### config.mk
export PLATFORM = sky130hd
export DESIGN_NAME = truth_table_sweeper
export DESIGN_NICKNAME = d
export VERILOG_FILES = /design/src/rtl/sweep_pkg.sv /design/src/rtl/sweep_crc16.sv /design/src/rtl/truth_table_sweeper.sv
export SDC_FILE = /design/constraint.sdc
export NUM_CORES = 1
export LEC_CHECK = 0
export CORE_MARGIN = 1.5
export CORE_UTILIZATION = 45
export DETAILED_ROUTE_END_ITERATION = 8
export PLACE_DENSITY = 0.83
export SETUP_SLACK_MARGIN = 0.3
export SYNTH_ARGS = -nofsm -noshare
export SYNTH_HDL_FRONTEND = slang
export SYNTH_SLANG_ARGS = --single-unit
### constraint.sdc
create_clock -name clk -period 4.8 [get_ports clk]
set_input_delay 0.72 -clock clk [delete_from_list [all_inputs] [get_ports clk]]
set_output_delay 0.72 -clock clk [all_outputs]
set_load 0.02 [all_outputs]
### src/rtl/sweep_pkg.sv
// Shared state encoding and CRC-16-CCITT helper for the truth_table_sweeper.
package sweep_pkg;

    typedef enum logic [1:0] {
        IDLE  = 2'd0,
        DRIVE = 2'd1,
        DONE  = 2'd2
    } sweep_state_e;

    localparam logic [15:0] CRC16_POLY = 16'h1021;
    localparam logic [15:0] CRC16_INIT = 16'hFFFF;

    // One byte of CRC-16-CCITT, data consumed MSB first.
    function automatic logic [15:0] crc16_byte(input logic [15:0] crc, input logic [7:0] data);
        logic [15:0] c;
        logic        fb;
        c = crc;
        for (int unsigned i = 0; i < 8; i++) begin
            fb = c[15] ^ data[7 - i];
            c  = {c[14:0], 1'b0};
            if (fb) begin
                c = c ^ CRC16_POLY;
            end
        end
        return c;
    endfunction

endpackage

### src/rtl/sweep_crc16.sv
// Byte-serial CRC-16-CCITT update stage used for the sweep response signature.
module sweep_crc16
    import sweep_pkg::*;
(
    input  logic [15:0] crc_i,
    input  logic [7:0]  data_i,
    output logic [15:0] crc_o
);

    always_comb begin
        crc_o = crc16_byte(crc_i, data_i);
    end

endmodule

### src/rtl/truth_table_sweeper.sv
// Exhaustive-stimulus engine: walks every N_IN-bit vector, checks responses against EXPECT.
// Optional response signature enabled by defining SWEEP_SIGNATURE_EN.
module truth_table_sweeper
    import sweep_pkg::*;
#(
    parameter int                           N_IN   = 3,
    parameter int                           N_OUT  = 1,
    parameter int                           DWELL  = 20,
    parameter logic [N_OUT*(2**N_IN)-1:0]   EXPECT = 8'b1110_1000,
    parameter int                           ERR_W  = 8
) (
    input  logic              clk,
    input  logic              rst,
    input  logic              start,
    input  logic              abort,
    input  logic [N_OUT-1:0]  resp,
    output logic [N_IN-1:0]   stim,
    output logic              busy,
    output logic              done,
    output logic              pass,
    output logic [ERR_W-1:0]  err_cnt,
    output logic [15:0]       sig
);

    localparam int             DWELL_W    = (DWELL > 1) ? $clog2(DWELL) : 1;
    localparam logic [DWELL_W-1:0] DWELL_LAST = DWELL_W'(DWELL - 1);

    sweep_state_e        state_q, state_d;
    logic [N_IN-1:0]     stim_q, stim_d;
    logic [DWELL_W-1:0]  dwell_q, dwell_d;
    logic [ERR_W-1:0]    err_q, err_d;
    logic [15:0]         sig_q, sig_d;
    logic                busy_q, busy_d;
    logic                done_q, done_d;
    logic                pass_q, pass_d;
    logic [N_OUT-1:0]    exp_resp;
    logic [15:0]         crc_next;

`ifdef SWEEP_SIGNATURE_EN
    localparam logic [15:0] SIG_INIT = CRC16_INIT;

    sweep_crc16 u_crc (
        .crc_i  (sig_q),
        .data_i (8'(resp)),
        .crc_o  (crc_next)
    );
`else
    // Signature held at zero; the register folds to a constant.
    localparam logic [15:0] SIG_INIT = '0;

    always_comb begin
        crc_next = '0;
    end
`endif

    always_comb begin
        exp_resp = EXPECT[32'(stim_q) * N_OUT +: N_OUT];
    end

    always_comb begin
        state_d = state_q;
        stim_d  = stim_q;
        dwell_d = dwell_q;
        err_d   = err_q;
        sig_d   = sig_q;
        busy_d  = busy_q;
        done_d  = done_q;
        pass_d  = pass_q;

        if (abort) begin
            state_d = IDLE;
            stim_d  = '0;
            dwell_d = '0;
            busy_d  = 1'b0;
            done_d  = 1'b0;
            pass_d  = 1'b0;
        end else begin
            case (state_q)
                IDLE, DONE: begin
                    if (start) begin
                        state_d = DRIVE;
                        stim_d  = '0;
                        dwell_d = '0;
                        err_d   = '0;
                        sig_d   = SIG_INIT;
                        busy_d  = 1'b1;
                        done_d  = 1'b0;
                        pass_d  = 1'b0;
                    end
                end
                DRIVE: begin
                    if (dwell_q == DWELL_LAST) begin
                        if ((resp != exp_resp) && (err_q != '1)) begin
                            err_d = err_q + 1'b1;
                        end
                        sig_d   = crc_next;
                        dwell_d = '0;
                        if (stim_q == '1) begin
                            state_d = DONE;
                            stim_d  = '0;
                            busy_d  = 1'b0;
                            done_d  = 1'b1;
                            pass_d  = (err_d == '0);
                        end else begin
                            stim_d = stim_q + 1'b1;
                        end
                    end else begin
                        dwell_d = dwell_q + 1'b1;
                    end
                end
                default: begin
                    state_d = IDLE;
                end
            endcase
        end
    end

    always_ff @(posedge clk) begin
        if (rst) begin
            state_q <= IDLE;
            stim_q  <= '0;
            dwell_q <= '0;
            err_q   <= '0;
            sig_q   <= SIG_INIT;
            busy_q  <= 1'b0;
            done_q  <= 1'b0;
            pass_q  <= 1'b0;
        end else begin
            state_q <= state_d;
            stim_q  <= stim_d;
            dwell_q <= dwell_d;
            err_q   <= err_d;
            sig_q   <= sig_d;
            busy_q  <= busy_d;
            done_q  <= done_d;
            pass_q  <= pass_d;
        end
    end

    assign stim    = stim_q;
    assign busy    = busy_q;
    assign done    = done_q;
    assign pass    = pass_q;
    assign err_cnt = err_q;
    assign sig     = sig_q;

endmodule

==> metrics.md, run 1 <==
| Metric | Value |
|---|---|
| Status | `finished clean` |
| Worst Tran Pin Value | `0.673 ns` |
| Main flop type after synthesis | `dfxtp_1` |
| DIE HEIGHT | `57.9 um` |
| Setup crit end kind | `flip-flop` |
| Initial DRT Pass Iterations | `6` |
| CP Max Fanout | `7` |
| Vias | `1209` |
| Area post-placement | `1490 um^2` |
| Fin nets | `196` |
| Post-CTS Hold Fix Bufs | `0` |
| Slew Limit Fails | `0` |
| Arr. time, crit path | `2.56 ns` |
| Fin cells | `216` |
| Final Power | `0.303 mW` |
| Crit start category | `input pin` |
| Fin util | `54.1%` |
| Routed len/inst | `12.2 um` |
| Number of flops mapped to enable cells by yosys | `0` |
| Die width | `57.9 um` |
| Largest net degree at the start of global routing | `12` |
| Worst hold path class | `flip-flop to flip-flop` |
| Gr ovfl total | `0` |
| Cell Pwr Density | `200 nW/um^2` |
| Setup TNS | `0 ns` |
| Int Pwr | `0.218 mW` |
| Count of boundary I/O pins | `35` |
| Final Hold Fails | `0` |
| Final worst setup slack | `2.48 ns` |
| Post-DP HPWL | `1990 um` |
| Vias per cell | `5.60` |
| CTS Buffer Depth | `2` |
| Share of cells above drive strength 1 | `7.03%` |
| DIE AREA | `3350 um^2` |
| Combinational Power Share | `12.9%` |
| Worst VDD drop | `0.143 mV` |
| ANT nets after route | `0` |
| Gr usage total | `17.0%` |
| Synth area leader | `dfxtp_1` |
| Synthesis-to-layout area growth | `11.9%` |
| Fraction of registers with async set/reset | `0%` |
| Mapped Area | `1360 um^2` |
| DR DRC count | `0` |
| Initial core utilization | `48.3%` |
| Min Tclk post-route | `2.32 ns` |
| # H-tree levels | `1` |
| Sequential share of the synthesized area | `31.0%` |
| Input/output buffers | `18` |
| Total CTS buffers | `3` |
| Syn avg cell area | `8.03 um^2` |
| Post-CTS Resized | `0` |
| Clock sinks | `21` |
| CTS tree | `yes` |
| Pre-CTS setup slack | `2.16 ns` |
| Routability cong. | `0.920` |
| Total wire length | `2640 um` |
| Setup CP Type | `input pin to flip-flop` |
| # Max-Cap Violations | `0` |
| Post-route cell area | `1520 um^2` |
| Synth area leaders | `dfxtp_1, buf_4, nor2_1, a21oi_1, ha_1` |
| Post-Place Cells | `212` |
| Final setup vio count | `0` |
| Netlist cell types | `45` |
| Worst skew pair latency | `0.31 ns` |
| Floorplan row count | `19` |
| Reg power frac | `58.3%` |
| Initial antenna violation count | `0` |
| Slew margin rel. | `54.8%` |
| Clk network pwr share | `28.9%` |
| Final Cycle Share | `48.2%` |
| Reg-to-reg slack, setup | `2.64 ns` |
| Clock Skew | `0.00687 ns` |
| Syn. warnings | `0` |
| Mapped Cells | `169` |
| Post-CTS Setup Bufs | `0` |
| Leakage | `0.522 nW` |
| #FFs+latches synth | `21` |
| Root buf cell | `clkbuf_4` |
| Vias in the first global route | `1022` |
| Violation count after the first detailed-route iteration | `39` |
| Ant diodes | `0` |
| RSZ-0062 raised after global routing | `no` |
| Commonest cells in the synthesized netlist | `dfxtp_1, nor2_1, buf_4, a21oi_1` |
| Sw frac | `27.9%` |
| Switching pwr | `0.0844 mW` |
| Req. time, crit path | `5.05 ns` |
| Hold slack | `0.515 ns` |
| Top-area cell type share of the netlist area | `31.0%` |
| Core ar. | `2810 um^2` |
| First-pass GRT wire length | `4470 um` |
| CTS clk-pin slew, worst paths | `0.12 ns` |
| Fmax | `432 MHz` |
-- worst max-delay path, stage by stage --
cell and delay, ns:
clkdlybuf4s50_1 0.47, and2b_1 0.24, mux2i_4 0.12, nor2_1 0.28, nand2_1 0.15, or4_1 0.42
a31oi_1 0.16
-- power by group through the flow --
stage,combinational (mW),clock (mW),sequential (mW)
finish,0.0390,0.0874,0.177
global route,0.0427,0.0998,0.177
CTS,0.0385,0.0885,0.177
detailed placement,0.0383,0,0.180
global placement,0.0380,0,0.180
floorplan,0.0393,0,0.181
-- worst paths after layout --
path                    from          to  cells past startpoint
hold reg to reg      stim[1]     stim[1]                      2
hold / removal       stim[1]     stim[1]                      2
setup / recovery       start  err_cnt[7]                      7
setup reg to reg  dwell_q[0]  err_cnt[7]                      7
-- placed cells by master (no fill, tap or decap), types with 2 or more instances in the layout --
cell type and count:
clkdlybuf4s50_1 18, nand2b_1 2, clkbuf_4 3, nand3b_1 2
nor2_1 21, conb_1 16, ha_1 5, inv_1 4
or3_1 2, nand3_1 8, mux2i_1 3, or2_2 2
nor2b_1 2, and2b_1 2, dfxtp_1 21, and3_1 2
nand2_1 10, a211oi_1 2, a41oi_1 2, o211ai_1 2
a21oi_1 13, a22oi_1 3, a31oi_1 2, nor3_1 7
o21ai_0 10, nor4_1 2
-- state kept, by name (all words and copies together), names as in the netlist --
signal   count
err_cnt      8
dwell_q      5
stim         3
state_q      2
busy         1
done         1
pass         1
-- area by class of cell --
class,instances,area [um^2]
Clock buffer,4,26.3
Fill cell,265,1290
Inverter,4,15.0
Multi-Input combinational cell,138,837
Sequential cell,21,420
Tap cell,31,38.8
Timing Repair Buffer,18,180
-- cells by family (layout without fill, tap and decap cells) --
kind of cell / Yosys count / count (layout) / synth area share, %
mux: 4 / 4 / 3.87
flops: 21 / 21 / 31.0
simple gates: 72 / 72 / 29.4
compound gates: 40 / 40 / 18.7
buf+inv: 25 / 26 / 11.4
fa+ha+maj: 5 / 5 / 4.61
xor+xnor: 1 / 1 / 0.646
other cells: 1 / 16 / 0.276
-- layer usage --
| metal | GRT usage (%) | vias to the layer above | part of all wire (%) |
|---|---|---|---|
| met2 | 23.5 | 47 | 43 |
| met3 | 2.90 | 5 | 5.3 |
| li1 | - | 607 | - |
| met1 | 24.8 | 550 | 50 |
| met5 | 0 | - | 0 |
| met4 | 9.63 | 0 | 2.0 |
(Power assumes the default switching activity.)
==> inputs of run 2 (changes only) <==
Settings changed: CORE_UTILIZATION 45 to 44, PLACE_DENSITY 0.83 to 0.84.
Clock period 4.8 ns to 2 ns, I/O delays scaled along.
==> metrics.md, run 2 (same netlist as run 1, synthesis figures left out) <==
| Metric | Value |
|---|---|
| Ant diodes | `0 (unchanged)` |
| CTS clk-pin slew, worst paths | `0.12 ns (about the same)` |
| Vias in the first global route | `1196 (+17%)` |
| Vias per cell | `5.71 (+2.0%)` |
| Family with the most delay on the worst path | `simple AND/OR/NAND/NOR gates` |
| Core ar. | `2830 um^2 (+0.85%)` |
| Final worst setup slack | `0.140 ns (-2.34 ns)` |
| Final Cycle Share | `93.0%` |
| Initial antenna violation count | `0 (unchanged)` |
| Fmax | `538 MHz` |
| Switching pwr | `0.221 mW (+160%)` |
| Final Hold Fails | `0 (unchanged)` |
| RSZ-0062 raised after global routing | `yes` |
| Max incr delay on CP | `0.43 ns (-0.04 ns)` |
| Fill cell count | `229 (-14%)` |
| Routed len/inst | `13.8 um (+12%)` |
| Sw frac | `29.4% (+1.6 points)` |
| Worst VDD drop | `0.388 mV (+170%)` |
| Reg power frac | `55.8% (-2.5 points)` |
| Arr. time, crit path | `2.11 ns (-0.45 ns)` |
| Initial DRT Pass Iterations | `4 (-2)` |
| Total CTS buffers | `3 (unchanged)` |
| Gr usage total | `20.2% (+3.1 points)` |
| Crit-path cells | `ha_4 -> nor2b_4 -> o21a_4 -> nor3_4 -> nand3_2 -> or4_4 -> a31oi_1` |
| CTS Buffer Depth | `2 (unchanged)` |
| Pre-CTS setup slack | `-0.00730 ns (-2.17 ns)` |
| Worst hold path class | `flip-flop to flip-flop` |
| Fin nets | `214 (+9.2%)` |
| Input/output buffers | `18 (unchanged)` |
| CTS tree | `yes` |
| Count of boundary I/O pins | `35 (unchanged)` |
| Clk network pwr share | `28.5% (-0.4 points)` |
| Violation count after the first detailed-route iteration | `68 (+74%)` |
| # Max-Cap Violations | `0 (unchanged)` |
| Root buf cell | `clkbuf_4` |
| Post-CTS Hold Fix Bufs | `0 (unchanged)` |
| Crit start category | `flip-flop` |
| DR DRC count | `0 (unchanged)` |
| # H-tree levels | `1 (unchanged)` |
| Setup CP Type | `flip-flop to flip-flop` |
| Floorplan row count | `19 (unchanged)` |
| Most frequent cells in the layout | `nor2_1, buf_4, conb_1` |
| Combinational Power Share | `15.6% (+2.7 points)` |
| Int Pwr | `0.530 mW (+140%)` |
| Min Tclk post-route | `1.86 ns` |
| Req. time, crit path | `2.25 ns (-2.80 ns)` |
| Status | `finished clean` |
| Setup crit end kind | `flip-flop` |
| Total wire length | `3220 um (+22%)` |
| Leakage | `0.707 nW (+35%)` |
| Largest net degree at the start of global routing | `13 (+1)` |
| Routability cong. | `0.892 (-3.0%)` |
| Hold slack | `0.509 ns (-0.00534 ns)` |
| Share of cells above drive strength 1 | `30.0% (+23 points)` |
| CP bufs+invs | `0 (-1)` |
| CP Max Fanout | `5 (-2)` |
| Slew Limit Fails | `0 (unchanged)` |
| Die width | `58.5 um (+1.1%)` |
| Clock sinks | `21 (unchanged)` |
| Initial core utilization | `47.9% (-0.41 points)` |
| First-pass GRT wire length | `5350 um (+20%)` |
| DIE HEIGHT | `58.5 um (+1.1%)` |
| Number of flip-flops in the largest register | `8 (unchanged)` |
| Final setup vio count | `0 (unchanged)` |
| Vias | `1336 (+11%)` |
| Post-DP HPWL | `2220 um (+12%)` |
| ANT nets after route | `0 (unchanged)` |
| Commonest non-fill, non-tap cell in the layout | `nor2_1` |
| Synthesis-to-layout area growth | `32.3%` |
| Gr ovfl total | `0 (unchanged)` |
| Area post-placement | `1650 um^2 (+10%)` |
| Worst skew pair latency | `0.31 ns (about the same)` |
| Post-route cell area | `1790 um^2 (+18%)` |
| Clock Skew | `0.00234 ns (-0.00454 ns)` |
| DIE AREA | `3420 um^2 (+2.2%)` |
| Critical path's slowest cell | `or4_4` |
| Cell Pwr Density | `418 nW/um^2 (+110%)` |
[run 2: path summary, 6_finish.rpt]
kind	startpoint	end	slack, ns	cells past startpoint
worst max-delay path	stim[1]	err_cnt[7]	0.14	7
worst min-delay path	stim[2]	stim[2]	0.51	2
worst max register to register	stim[1]	err_cnt[7]	0.14	7
worst min register to register	stim[2]	stim[2]	0.51	2
[run 2: area by class of cell]
cell class	instances	area [um^2]	share of cell area, %
Clock buffer	3	22.5	1.26
Inverter	4	15.0	0.837
Clock inverter	1	5.00	0.279
Tap cell	31	38.8	2.16
Multi-Input combinational cell	138	957	53.3
Timing Repair Buffer	36	315	17.6
Sequential cell	21	440	24.5
[run 2: timing repair]
action	in CTS	in global routing
setup endpoints to repair	13	12
setup buffers	5	2
pin swaps	5	4
resized for setup	11	18
[run 2: through the flow]
stage / utilization [%] / power [mW] / TNS [ns] / cells
final: 63.4 / 0.750 / 0 / 234
after global routing: 63.4 / 0.785 / 0 / 234
after CTS: 61.1 / 0.752 / 0 / 232
after detailed placement: 58.2 / 0.536 / -0.00730 / 223
after global placement: 58.2 / 0.535 / 0 / 223
after floorplan: - / 0.528 / 0 / 184
[run 2: tightest hold or removal path, delay by kind of cell (launching register included)]
family          cells  cell delay (ns)
compound gates      1             0.05
flops               1             0.37
simple gates        1             0.06
[run 2: power by group through the flow]
| stage | sequential, mW | clock (mW) | combinational [mW] |
|---|---|---|---|
| after floorplan | 0.432 | 0 | 0.0960 |
| after global placement | 0.431 | 0 | 0.104 |
| after detailed placement | 0.431 | 0 | 0.105 |
| after CTS | 0.420 | 0.221 | 0.110 |
| after global routing | 0.420 | 0.239 | 0.126 |
| final | 0.419 | 0.214 | 0.117 |
[run 2: metal layers]
metal | routed length [um] | vias up | share of wire (%) | global-route usage, %
li1 | - | 644 | - | -
met1 | 1430 | 617 | 44 | 27.1
met2 | 1500 | 71 | 47 | 32.6
met3 | 240 | 4 | 7.5 | 2.86
met4 | 47 | 0 | 1.5 | 7.97
met5 | 0 | - | 0 | 0
==> inputs of run 3 (changes only) <==
Settings changed: CORE_UTILIZATION 44 to 45, PLACE_DENSITY 0.84 to 0.83.
Clock period 2 ns to 2.3 ns, I/O delays scaled along.
==> metrics.md, run 3 (same netlist as run 1, synthesis figures left out) <==
| Metric | Value |
|---|---|
| Status | `finished clean` |
| Routed len/inst | `12.9 um (-6.0%)` |
| # H-tree levels | `1 (unchanged)` |
| Setup CP Type | `flip-flop to flip-flop` |
| RSZ-0062 raised after global routing | `yes` |
| Total wire length | `2910 um (-9.6%)` |
| Setup TNS | `0 ns (unchanged)` |
| First-pass GRT wire length | `4490 um (-16%)` |
| Cell Pwr Density | `373 nW/um^2 (-11%)` |
| Total CTS buffers | `3 (unchanged)` |
| Routability cong. | `0.971 (+8.8%)` |
| Final setup vio count | `0 (unchanged)` |
| Worst hold path class | `flip-flop to flip-flop` |
| Fmax | `523 MHz (-2.7%)` |
| Worst VDD drop | `0.335 mV (-14%)` |
| Clock Skew | `0.00584 ns (+0.00351 ns)` |
| Slew Limit Fails | `0 (unchanged)` |
| Commonest non-fill, non-tap cell in the layout | `nor2_1` |
| Largest net degree at the start of global routing | `12 (-1)` |
| Floorplan row count | `19 (unchanged)` |
| Vias in the first global route | `1014 (-15%)` |
| Synthesis-to-layout area growth | `26.2%` |
| Root buf cell | `clkbuf_4` |
| CTS tree | `yes` |
| Leakage | `0.574 nW (-19%)` |
| Worst skew pair latency | `0.30 ns (about the same)` |
| Number of flip-flops in the largest register | `8 (unchanged)` |
| Final Hold Fails | `0 (unchanged)` |
| DIE HEIGHT | `57.9 um (-1.1%)` |
| DIE AREA | `3350 um^2 (-2.1%)` |
| Vias | `1273 (-4.7%)` |
| Arr. time, crit path | `2.15 ns (+0.04 ns)` |
| Req. time, crit path | `2.54 ns (+0.29 ns)` |
| CTS clk-pin slew, worst paths | `0.12 ns (about the same)` |
| Input/output buffers | `18 (unchanged)` |
| Initial DRT Pass Iterations | `6 (+2)` |
| DR DRC count | `0 (unchanged)` |
| Pre-CTS setup slack | `0.149 ns (+0.156 ns)` |
| Post-DP HPWL | `2040 um (-8.5%)` |
| Fin nets | `205 (-4.2%)` |
| CP Max Fanout | `5 (unchanged)` |
| Vias per cell | `5.66 (-0.90%)` |
| Final Cycle Share | `83.1% (-9.9 points)` |
| Core ar. | `2810 um^2 (-0.84%)` |
| Initial antenna violation count | `0 (unchanged)` |
| CTS Buffer Depth | `2 (unchanged)` |
| Final worst setup slack | `0.389 ns (+0.248 ns)` |
| Post-CTS Hold Fix Bufs | `0 (unchanged)` |
| Setup crit end kind | `flip-flop` |
| Violation count after the first detailed-route iteration | `47 (-31%)` |
| Gr usage total | `16.8% (-3.4 points)` |
| Crit start category | `flip-flop` |
| Initial core utilization | `48.3% (+0.41 points)` |
| # Max-Cap Violations | `0 (unchanged)` |
| ANT nets after route | `0 (unchanged)` |
| Fill cell count | `251 (+9.6%)` |
| Ant diodes | `0 (unchanged)` |
| Die width | `57.9 um (-1.1%)` |
| Share of cells above drive strength 1 | `22.2% (-7.9 points)` |
| Gr ovfl total | `0 (unchanged)` |
| Most frequent cells in the layout | `nor2_1, clkdlybuf4s50_1, conb_1` |
| Count of boundary I/O pins | `35 (unchanged)` |
| Min Tclk post-route | `1.91 ns (+0.0517 ns)` |
| Clock sinks | `21 (unchanged)` |
==> run 3: changes by cell type in the layout (fill, tap and decap cells not counted), sizes merged <==
cell,delta
clkinv,-1
dlygate4sd2,-6
buf,-9
dlymetal6s2s,-3
clkdlybuf4s50,+9
clkbuf,+1
==> run 3: final cells by class <==
cell class | instances | area [um^2] | area share, %
Inverter | 4 | 15.0 | 0.877
Sequential cell | 21 | 433 | 25.3
Clock buffer | 4 | 26.3 | 1.54
Timing Repair Buffer | 27 | 255 | 14.9
Multi-Input combinational cell | 138 | 943 | 55.1
Tap cell | 31 | 38.8 | 2.27
==> run 3: per-layer routing <==
| metal | global-route usage, % | vias to the layer above | wire length, um |
|---|---|---|---|
| met5 | 0 | - | 0 |
| met2 | 25.2 | 58 | 1330 |
| met3 | 1.34 | 4 | 189 |
| met1 | 24.9 | 583 | 1360 |
| met4 | 6.64 | 0 | 33 |
| li1 | - | 628 | - |
==> run 3: stage by stage <==
stage               instance area, um^2  instances  utilization (%)  power [mW]  hold WS [ns]
floorplan                          1420        184                -       0.460         0.463
global placement                   1530        217             54.6       0.462         0.477
detailed placement                 1530        217             54.6       0.463         0.474
CTS                                1580        221             56.2       0.640         0.494
global route                       1710        225             61.0       0.660         0.540
finish                             1710        225             61.0       0.638         0.517
==> run 3: path summary, 6_finish.rpt <==
kind	from	end	slack (ns)	depth (start not counted)
worst max-delay path	stim[1]	err_cnt[7]	0.39	7
worst max register to register	stim[1]	err_cnt[7]	0.39	7
worst min-delay path	state_q[1]	state_q[1]	0.52	2
worst min register to register	state_q[1]	state_q[1]	0.52	2
==> run 3: report_power, final <==
part | internal, mW | leakage [nW] | switching [mW]
combinational | 0.0284 | 0.386 | 0.0639
sequential | 0.364 | 0.173 | 0.00251
clock | 0.0674 | 0.0150 | 0.112
total | 0.460 | 0.574 | 0.178
==> run 3: critical path, cell delays in order, from the launching register on <==
cell and delay [ns]:
dfxtp_4 0.38, ha_4 0.16, nor2b_4 0.13, o21a_4 0.26, nor3_4 0.23, nand3_2 0.10, or4_1 0.47, a31oi_1 0.13
==> run 3: timing repair <==
action / CTS / global route
buffers inserted: 0 / 4
pin swaps: 0 / 10
gates resized for setup: 4 / 26
endpoints found under the setup margin: 2 / 8
